File: config.mk
export PLATFORM = sky130hd
export DESIGN_NAME = serial_adder_ctrl_flat
export DESIGN_NICKNAME = d
export VERILOG_FILES = /design/src/rtl/serial_adder_pkg.sv /design/src/rtl/serial_adder_ctrl_if.sv /design/src/rtl/serial_fa_bit.sv /design/src/rtl/serial_adder_ctrl.sv /design/src/flat_wrapper.sv
export SDC_FILE = /design/constraint.sdc
export NUM_CORES = 1
export LEC_CHECK = 0
export CAP_MARGIN = 10
export CORE_ASPECT_RATIO = 0.9
export CORE_MARGIN = 1
export CORE_UTILIZATION = 50
export CTS_CLUSTER_SIZE = 28
export DETAILED_ROUTE_END_ITERATION = 8
export GPL_TIMING_DRIVEN = 1
export PLACE_DENSITY_LB_ADDON = 0.1
export SLEW_MARGIN = 0
export SYNTH_ARGS = -nofsm -noshare
export SYNTH_HDL_FRONTEND = slang
export SYNTH_SLANG_ARGS = --single-unit
File: constraint.sdc
create_clock -name clk -period 2 [get_ports clk]
set_input_delay 0.3 -clock clk [delete_from_list [all_inputs] [get_ports clk]]
set_output_delay 0.3 -clock clk [all_outputs]
set_load 0.02 [all_outputs]
File: src/rtl/serial_adder_pkg.sv
`default_nettype none
// +----------------------------------------------------------------------------+
// | serial_adder_pkg : shared state encoding and WIDTH limits                  |
// | Rev 1.0                                                                    |
// +----------------------------------------------------------------------------+
package serial_adder_pkg;

    localparam int unsigned c_WIDTH_MIN = 2;
    localparam int unsigned c_WIDTH_MAX = 32;

    typedef enum logic [1:0] {
        IDLE  = 2'd0,
        SHIFT = 2'd1,
        DONE  = 2'd2
    } state_t;

endpackage
`default_nettype wire

File: src/rtl/serial_adder_ctrl_if.sv
`default_nettype none
// +----------------------------------------------------------------------------+
// | serial_adder_ctrl_if : operand-in and result-out valid/ready handshakes    |
// | Rev 1.0                                                                    |
// +----------------------------------------------------------------------------+
interface serial_adder_ctrl_if #(
    parameter int unsigned WIDTH = 8
);
    logic             in_valid;
    logic             in_ready;
    logic [WIDTH-1:0] in_a;
    logic [WIDTH-1:0] in_b;
    logic             in_c;
    logic             out_valid;
    logic             out_ready;
    logic [WIDTH-1:0] out_sum;
    logic             out_carry;

    modport master (
        output in_valid, in_a, in_b, in_c, out_ready,
        input  in_ready, out_valid, out_sum, out_carry
    );

    modport slave (
        input  in_valid, in_a, in_b, in_c, out_ready,
        output in_ready, out_valid, out_sum, out_carry
    );
endinterface
`default_nettype wire

File: src/rtl/serial_fa_bit.sv
`default_nettype none
// +----------------------------------------------------------------------------+
// | serial_fa_bit : 1-bit combinational full-adder cell                        |
// | Rev 1.0                                                                    |
// +----------------------------------------------------------------------------+
module serial_fa_bit (
    input  wire logic a_i,
    input  wire logic b_i,
    input  wire logic ci_i,
    output logic      s_o,
    output logic      co_o
);
    assign s_o  = a_i ^ b_i ^ ci_i;
    assign co_o = (a_i & b_i) | (a_i & ci_i) | (b_i & ci_i);
endmodule
`default_nettype wire

File: src/rtl/serial_adder_ctrl.sv
`default_nettype none
// +----------------------------------------------------------------------------+
// | serial_adder_ctrl : bit-serial adder, one full-adder cell, LSB first       |
// | Rev 1.0                                                                    |
// +----------------------------------------------------------------------------+
module serial_adder_ctrl
    import serial_adder_pkg::*;
#(
    parameter int unsigned WIDTH = 8
) (
    input  wire logic          clk,
    input  wire logic          rst,
    serial_adder_ctrl_if.slave bus
);
    localparam int unsigned    CW       = (WIDTH > 1) ? $clog2(WIDTH) : 1;
    localparam logic [CW-1:0]  CNT_LAST = CW'(WIDTH - 1);

    if ((WIDTH < c_WIDTH_MIN) || (WIDTH > c_WIDTH_MAX)) begin : g_width_check
        $error("serial_adder_ctrl: WIDTH out of range");
    end

    state_t           state_q;
    logic [WIDTH-1:0] a_sr_q;
    logic [WIDTH-1:0] b_sr_q;
    logic [WIDTH-1:0] sum_sr_q;
    logic             carry_q;
    logic [CW-1:0]    cnt_q;
    logic             in_ready_q;
    logic             out_valid_q;
    logic             sum_bit_d;
    logic             carry_d;

    serial_fa_bit u_fa (
        .a_i  (a_sr_q[0]),
        .b_i  (b_sr_q[0]),
        .ci_i (carry_q),
        .s_o  (sum_bit_d),
        .co_o (carry_d)
    );

    always_ff @(posedge clk or posedge rst) begin
        if (rst) begin
            state_q     <= IDLE;
            a_sr_q      <= '0;
            b_sr_q      <= '0;
            sum_sr_q    <= '0;
            carry_q     <= 1'b0;
            cnt_q       <= '0;
            in_ready_q  <= 1'b1;
            out_valid_q <= 1'b0;
        end else begin
            case (state_q)
                IDLE: begin
                    if (bus.in_valid) begin
                        a_sr_q     <= bus.in_a;
                        b_sr_q     <= bus.in_b;
                        carry_q    <= bus.in_c;
                        cnt_q      <= '0;
                        in_ready_q <= 1'b0;
                        state_q    <= SHIFT;
                    end
                end
                SHIFT: begin
                    sum_sr_q <= {sum_bit_d, sum_sr_q[WIDTH-1:1]};
                    a_sr_q   <= a_sr_q >> 1;
                    b_sr_q   <= b_sr_q >> 1;
                    carry_q  <= carry_d;
                    // Counter holds at its last value so power-of-two widths never wrap.
                    if (cnt_q == CNT_LAST) begin
                        out_valid_q <= 1'b1;
                        state_q     <= DONE;
                    end else begin
                        cnt_q <= cnt_q + 1'b1;
                    end
                end
                DONE: begin
                    if (bus.out_ready) begin
                        out_valid_q <= 1'b0;
                        in_ready_q  <= 1'b1;
                        state_q     <= IDLE;
                    end
                end
                default: begin
                    out_valid_q <= 1'b0;
                    in_ready_q  <= 1'b1;
                    state_q     <= IDLE;
                end
            endcase
        end
    end

    assign bus.in_ready  = in_ready_q;
    assign bus.out_valid = out_valid_q;
    assign bus.out_sum   = sum_sr_q;
    assign bus.out_carry = carry_q;

endmodule
`default_nettype wire

File: src/flat_wrapper.sv
// flat-port wrapper written by rule: the top's interface ports become plain ports
module serial_adder_ctrl_flat import serial_adder_pkg::*;
#(
    parameter int unsigned WIDTH = 8
)
  (clk, rst, bus_in_valid, bus_in_a, bus_in_b, bus_in_c, bus_out_ready, bus_in_ready, bus_out_valid, bus_out_sum, bus_out_carry);
  serial_adder_ctrl_if #(.WIDTH(WIDTH)) bus_i ();
  input  wire logic clk;
  input  wire logic rst;
  input wire logic [$bits(bus_i.in_valid)-1:0] bus_in_valid;
  input wire logic [$bits(bus_i.in_a)-1:0] bus_in_a;
  input wire logic [$bits(bus_i.in_b)-1:0] bus_in_b;
  input wire logic [$bits(bus_i.in_c)-1:0] bus_in_c;
  input wire logic [$bits(bus_i.out_ready)-1:0] bus_out_ready;
  output wire logic [$bits(bus_i.in_ready)-1:0] bus_in_ready;
  output wire logic [$bits(bus_i.out_valid)-1:0] bus_out_valid;
  output wire logic [$bits(bus_i.out_sum)-1:0] bus_out_sum;
  output wire logic [$bits(bus_i.out_carry)-1:0] bus_out_carry;
  assign bus_i.in_valid = bus_in_valid;
  assign bus_i.in_a = bus_in_a;
  assign bus_i.in_b = bus_in_b;
  assign bus_i.in_c = bus_in_c;
  assign bus_i.out_ready = bus_out_ready;
  assign bus_in_ready = bus_i.in_ready;
  assign bus_out_valid = bus_i.out_valid;
  assign bus_out_sum = bus_i.out_sum;
  assign bus_out_carry = bus_i.out_carry;
  serial_adder_ctrl #(.WIDTH(WIDTH)) u_core (.clk(clk), .rst(rst), .bus(bus_i));
endmodule
==> results.md <==
* Status: completed
* Initial antenna violation count at 0
* Sw frac at 37.08%
* Syn_area_per_cell at 10.85 um^2
* Synth area leaders: dfrtp_1 (51%), nand2_1 (5.9%), a22o_1 (5.2%), o221a_2 (4.4%), a32oi_1 (4.0%)
* Drt drc at 0
* Antenna Cells at 0
* Synth Register Bits at 32
* Crit-path max cell delay at 0.61 ns
* Port bufs at 31
* I/O Pins at 32
* Synth async-reset ratio at 100.0%
* Hold Crit Class: input port to asynchronous set/reset pin
* Number of synthesized flops with an enable pin at 0
* HPWL after DPL at 2171 um
* H-tree depth at 2
* Via count at 1155
* R2r setup slk at 0.49 ns
* Wirelength per Cell at 13.87 um
* Comb power frac at 45.4%
* Setup_tns at 0 ns
* Power Total at 2.877 mW
* GPL Wtd Cong at 0.7305
* Switch Pwr at 1.067 mW
* Cts repair resizes at 0
* Clk pwr share at 13.6%
* Area Growth Syn to Fin at 25.35%
* P_int at 1.811 mW
* Number of CTS-inserted buffers at 5
* Core Area at 0.002815 mm^2
* Critical Setup Path Class: flop to primary output
* Final net count at 198
* CP cell instances: clkdlybuf4s50_1
* Synth Instances at 141
* CTS Buffer Depth at 2
* Clock Tree Root: clkbuf_4
* Clock latency on the worst-skew pair at 0.34 ns
* Peak supply drop at 0.0006987 V
* Rel. slew slack at 64.81%
* Finished Layout Cells at 215
* Post-synth top flop: dfrtp_1
* Mapped cell area at 0.001530 mm^2
* Most common cell in the netlist: dfrtp_1
* RR Endpoint: u_core.cnt_q[0]
* Worst Path Buf+Inv at 1
* Die ar. at 0.003286 mm^2
* All-Layer GR Usage at 19.98%
* Seq/Total Area, Yosys at 52.41%
* Die H at 54.48 um
* CTS tree: done
* Clock period minus worst slack at 1.783 ns
* Number of global-route vias before repair at 1039
* R2R depth at 5
* ANT nets after route at 0
* Leakage at 0.8628 nW
* Final Hold Viols at 0
* Register Area at 802.0 um^2
* Arrival time at the worst endpoint at 1.48 ns
* Max-cap violation count at 0
* Hold_buf cts at 0
* Fin Clk Skew at 0.01240 ns
* Yosys top cell by area: dfrtp_1
* PD cells at 1500 mW/mm^2
* 1st-iter DRT viols at 92
* Starting density of the core at 54.36%
* Vias per inst at 5.372
* Synth cell count leaders: dfrtp_1 (31), nand2_1 (24), nor2_1 (11), a22o_1 (9)
* Critical Path Sink Type: primary output
* Yosys cell types at 27
* Synth top area share at 50.70%
* First-pass GRT wire length at 4629 um
* Detailed Routing Iterations Pass 1 at 4
* Final-report max-slew violation count at 0
* Post-CTS Setup Inserts at 0
* Yosys synthesis warning count at 0
* Crit share post-route at 89.17%
* Worst R2R Start: u_core.cnt_q[1]
* Layout cell share with drive strength beyond 1 at 15.43%
* CP Capture Point: bus_in_ready
* Row cnt at 18
* Dpl cells at 207
* Final WL at 2983 um
* Worst path top cell family by delay: buffers and inverters
* Die width at 60.32 um
* Startpoint types: flop
* CP Max Fanout at 3
* Crit path from: u_core.bus.in_ready
* Proportion of power drawn by flip-flops and latches at 41.0%
* Final setup fails at 0
* Slowest CP cell: clkdlybuf4s50_1
* Pin count of the biggest net entering global routing at 17
* Worst path depth at 1
* Clock Pin Slew Worst Setup and Hold Paths at 0.09 ns
* Top achievable clock speed at 560.7 MHz
* RSZ-0062 raised after global routing: no
* Area of the multi-input gates at 611.8 um^2
* Critical Path RT at 1.70 ns
* Layout fillers at 249
* Synthesized Nets at 165
* Clock sink count at 32
* GRT overflow at 0
* Slew at the pin closest to its max-slew limit at 0.5279 ns
* Hold WS at 0.2234 ns
## power by group through the flow
| stage | combinational [mW] | sequential, mW | clock, mW |
|---|---|---|---|
| after floorplan | 0.889 | 1.24 | 0 |
| after global placement | 1.26 | 1.18 | 0 |
| after detailed placement | 1.32 | 1.20 | 0 |
| after CTS | 1.32 | 1.18 | 0.408 |
| after global routing | 1.44 | 1.22 | 0.432 |
| final | 1.31 | 1.18 | 0.391 |
## worst min path at each step
stage,from,endpoint,slack (ns),cells after the start
2_1_floorplan,rst,u_core.a_sr_q[0],0.42,1
3_3_place_gp,u_core.bus.out_sum[0],u_core.bus.out_sum[0],0.46,2
3_5_place_dp,u_core.bus.out_sum[0],u_core.bus.out_sum[0],0.47,2
4_1_cts,rst,u_core.bus.out_sum[0],0.22,2
5_1_grt,rst,u_core.bus.out_sum[1],0.22,2
6_report,rst,u_core.bus.out_sum[1],0.22,2
## sequential cells by signal, indices dropped and copies added (netlist names)
signal and count:
u_core.cnt_q 3, u_core.b_sr_q 8, u_core.bus.in_ready 1, u_core.bus.out_carry 1, u_core.bus.out_sum 8, u_core.state_q 2, u_core.a_sr_q 8, u_core.bus.out_valid 1
## cells by family after synthesis
logic type / Yosys count / share of synthesized area (%)
AO/OA/AOI/OAI: 34 / 19.46
buffers and inverters: 20 / 7.604
AND/OR/NAND/NOR: 51 / 16.84
multiplexers: 1 / 0.7358
adder cells (fa/ha/maj): 3 / 2.943
flip-flops: 32 / 52.41
## layout make-up
class                      count  area share (%)
inverter                       8           1.566
clock buffer                   6           2.674
tap                           40           2.609
clock inverter                 2          0.5219
timing repair buffer          38           18.92
sequential                    32           41.81
multi-input combinational     89           31.90
## through the flow
stage          util [%]  cell area, um^2  worst slack [ns]
6_report          68.13             1918            0.2167
5_1_grt           68.13             1918            0.1555
4_1_cts           68.13             1918            0.1941
3_5_place_dp      65.96             1857            0.4406
3_3_place_gp      65.96             1857            0.4669
2_1_floorplan         -             1530            0.6424
## per-layer routing
metal | track usage, % | vias to the layer above | routed length, um
met5 | 0 | - | 0
met4 | 9.690 | 0 | 45
met3 | 7.329 | 7 | 125
met2 | 30.22 | 27 | 1431
met1 | 25.26 | 561 | 1381
li1 | - | 560 | -
## layout by cell type, fill, tap and decap left out
| master | synthesis | routed |
|---|---|---|
| fa_1 | 1 | 1 |
| ha_1 | 2 | 2 |
| nor2_2 | 1 | 1 |
| clkdlybuf4s50_1 | 0 | 31 |
| or2_1 | 1 | 1 |
| nand2_1 | 24 | 24 |
| a32oi_1 | 7 | 7 |
| a21oi_1 | 2 | 2 |
| nor2_1 | 11 | 11 |
| nor2b_1 | 1 | 1 |
| clkbuf_4 | 0 | 5 |
| nand2b_1 | 1 | 1 |
| nand3b_1 | 8 | 8 |
| o221a_2 | 6 | 6 |
| nand2b_4 | 1 | 1 |
| clkbuf_8 | 0 | 1 |
| nor2_4 | 2 | 2 |
| a22o_1 | 9 | 9 |
| clkinv_2 | 0 | 2 |
| o21ai_0 | 1 | 1 |
| inv_1 | 8 | 8 |
| o21a_1 | 7 | 7 |
| nor3_1 | 1 | 1 |
| buf_4 | 1 | 7 |
| dfstp_2 | 1 | 1 |
| o221a_1 | 2 | 2 |
| mux2_2 | 1 | 1 |
| dfrtp_1 | 31 | 31 |
Note: power is estimated with default switching activity, not from simulation.
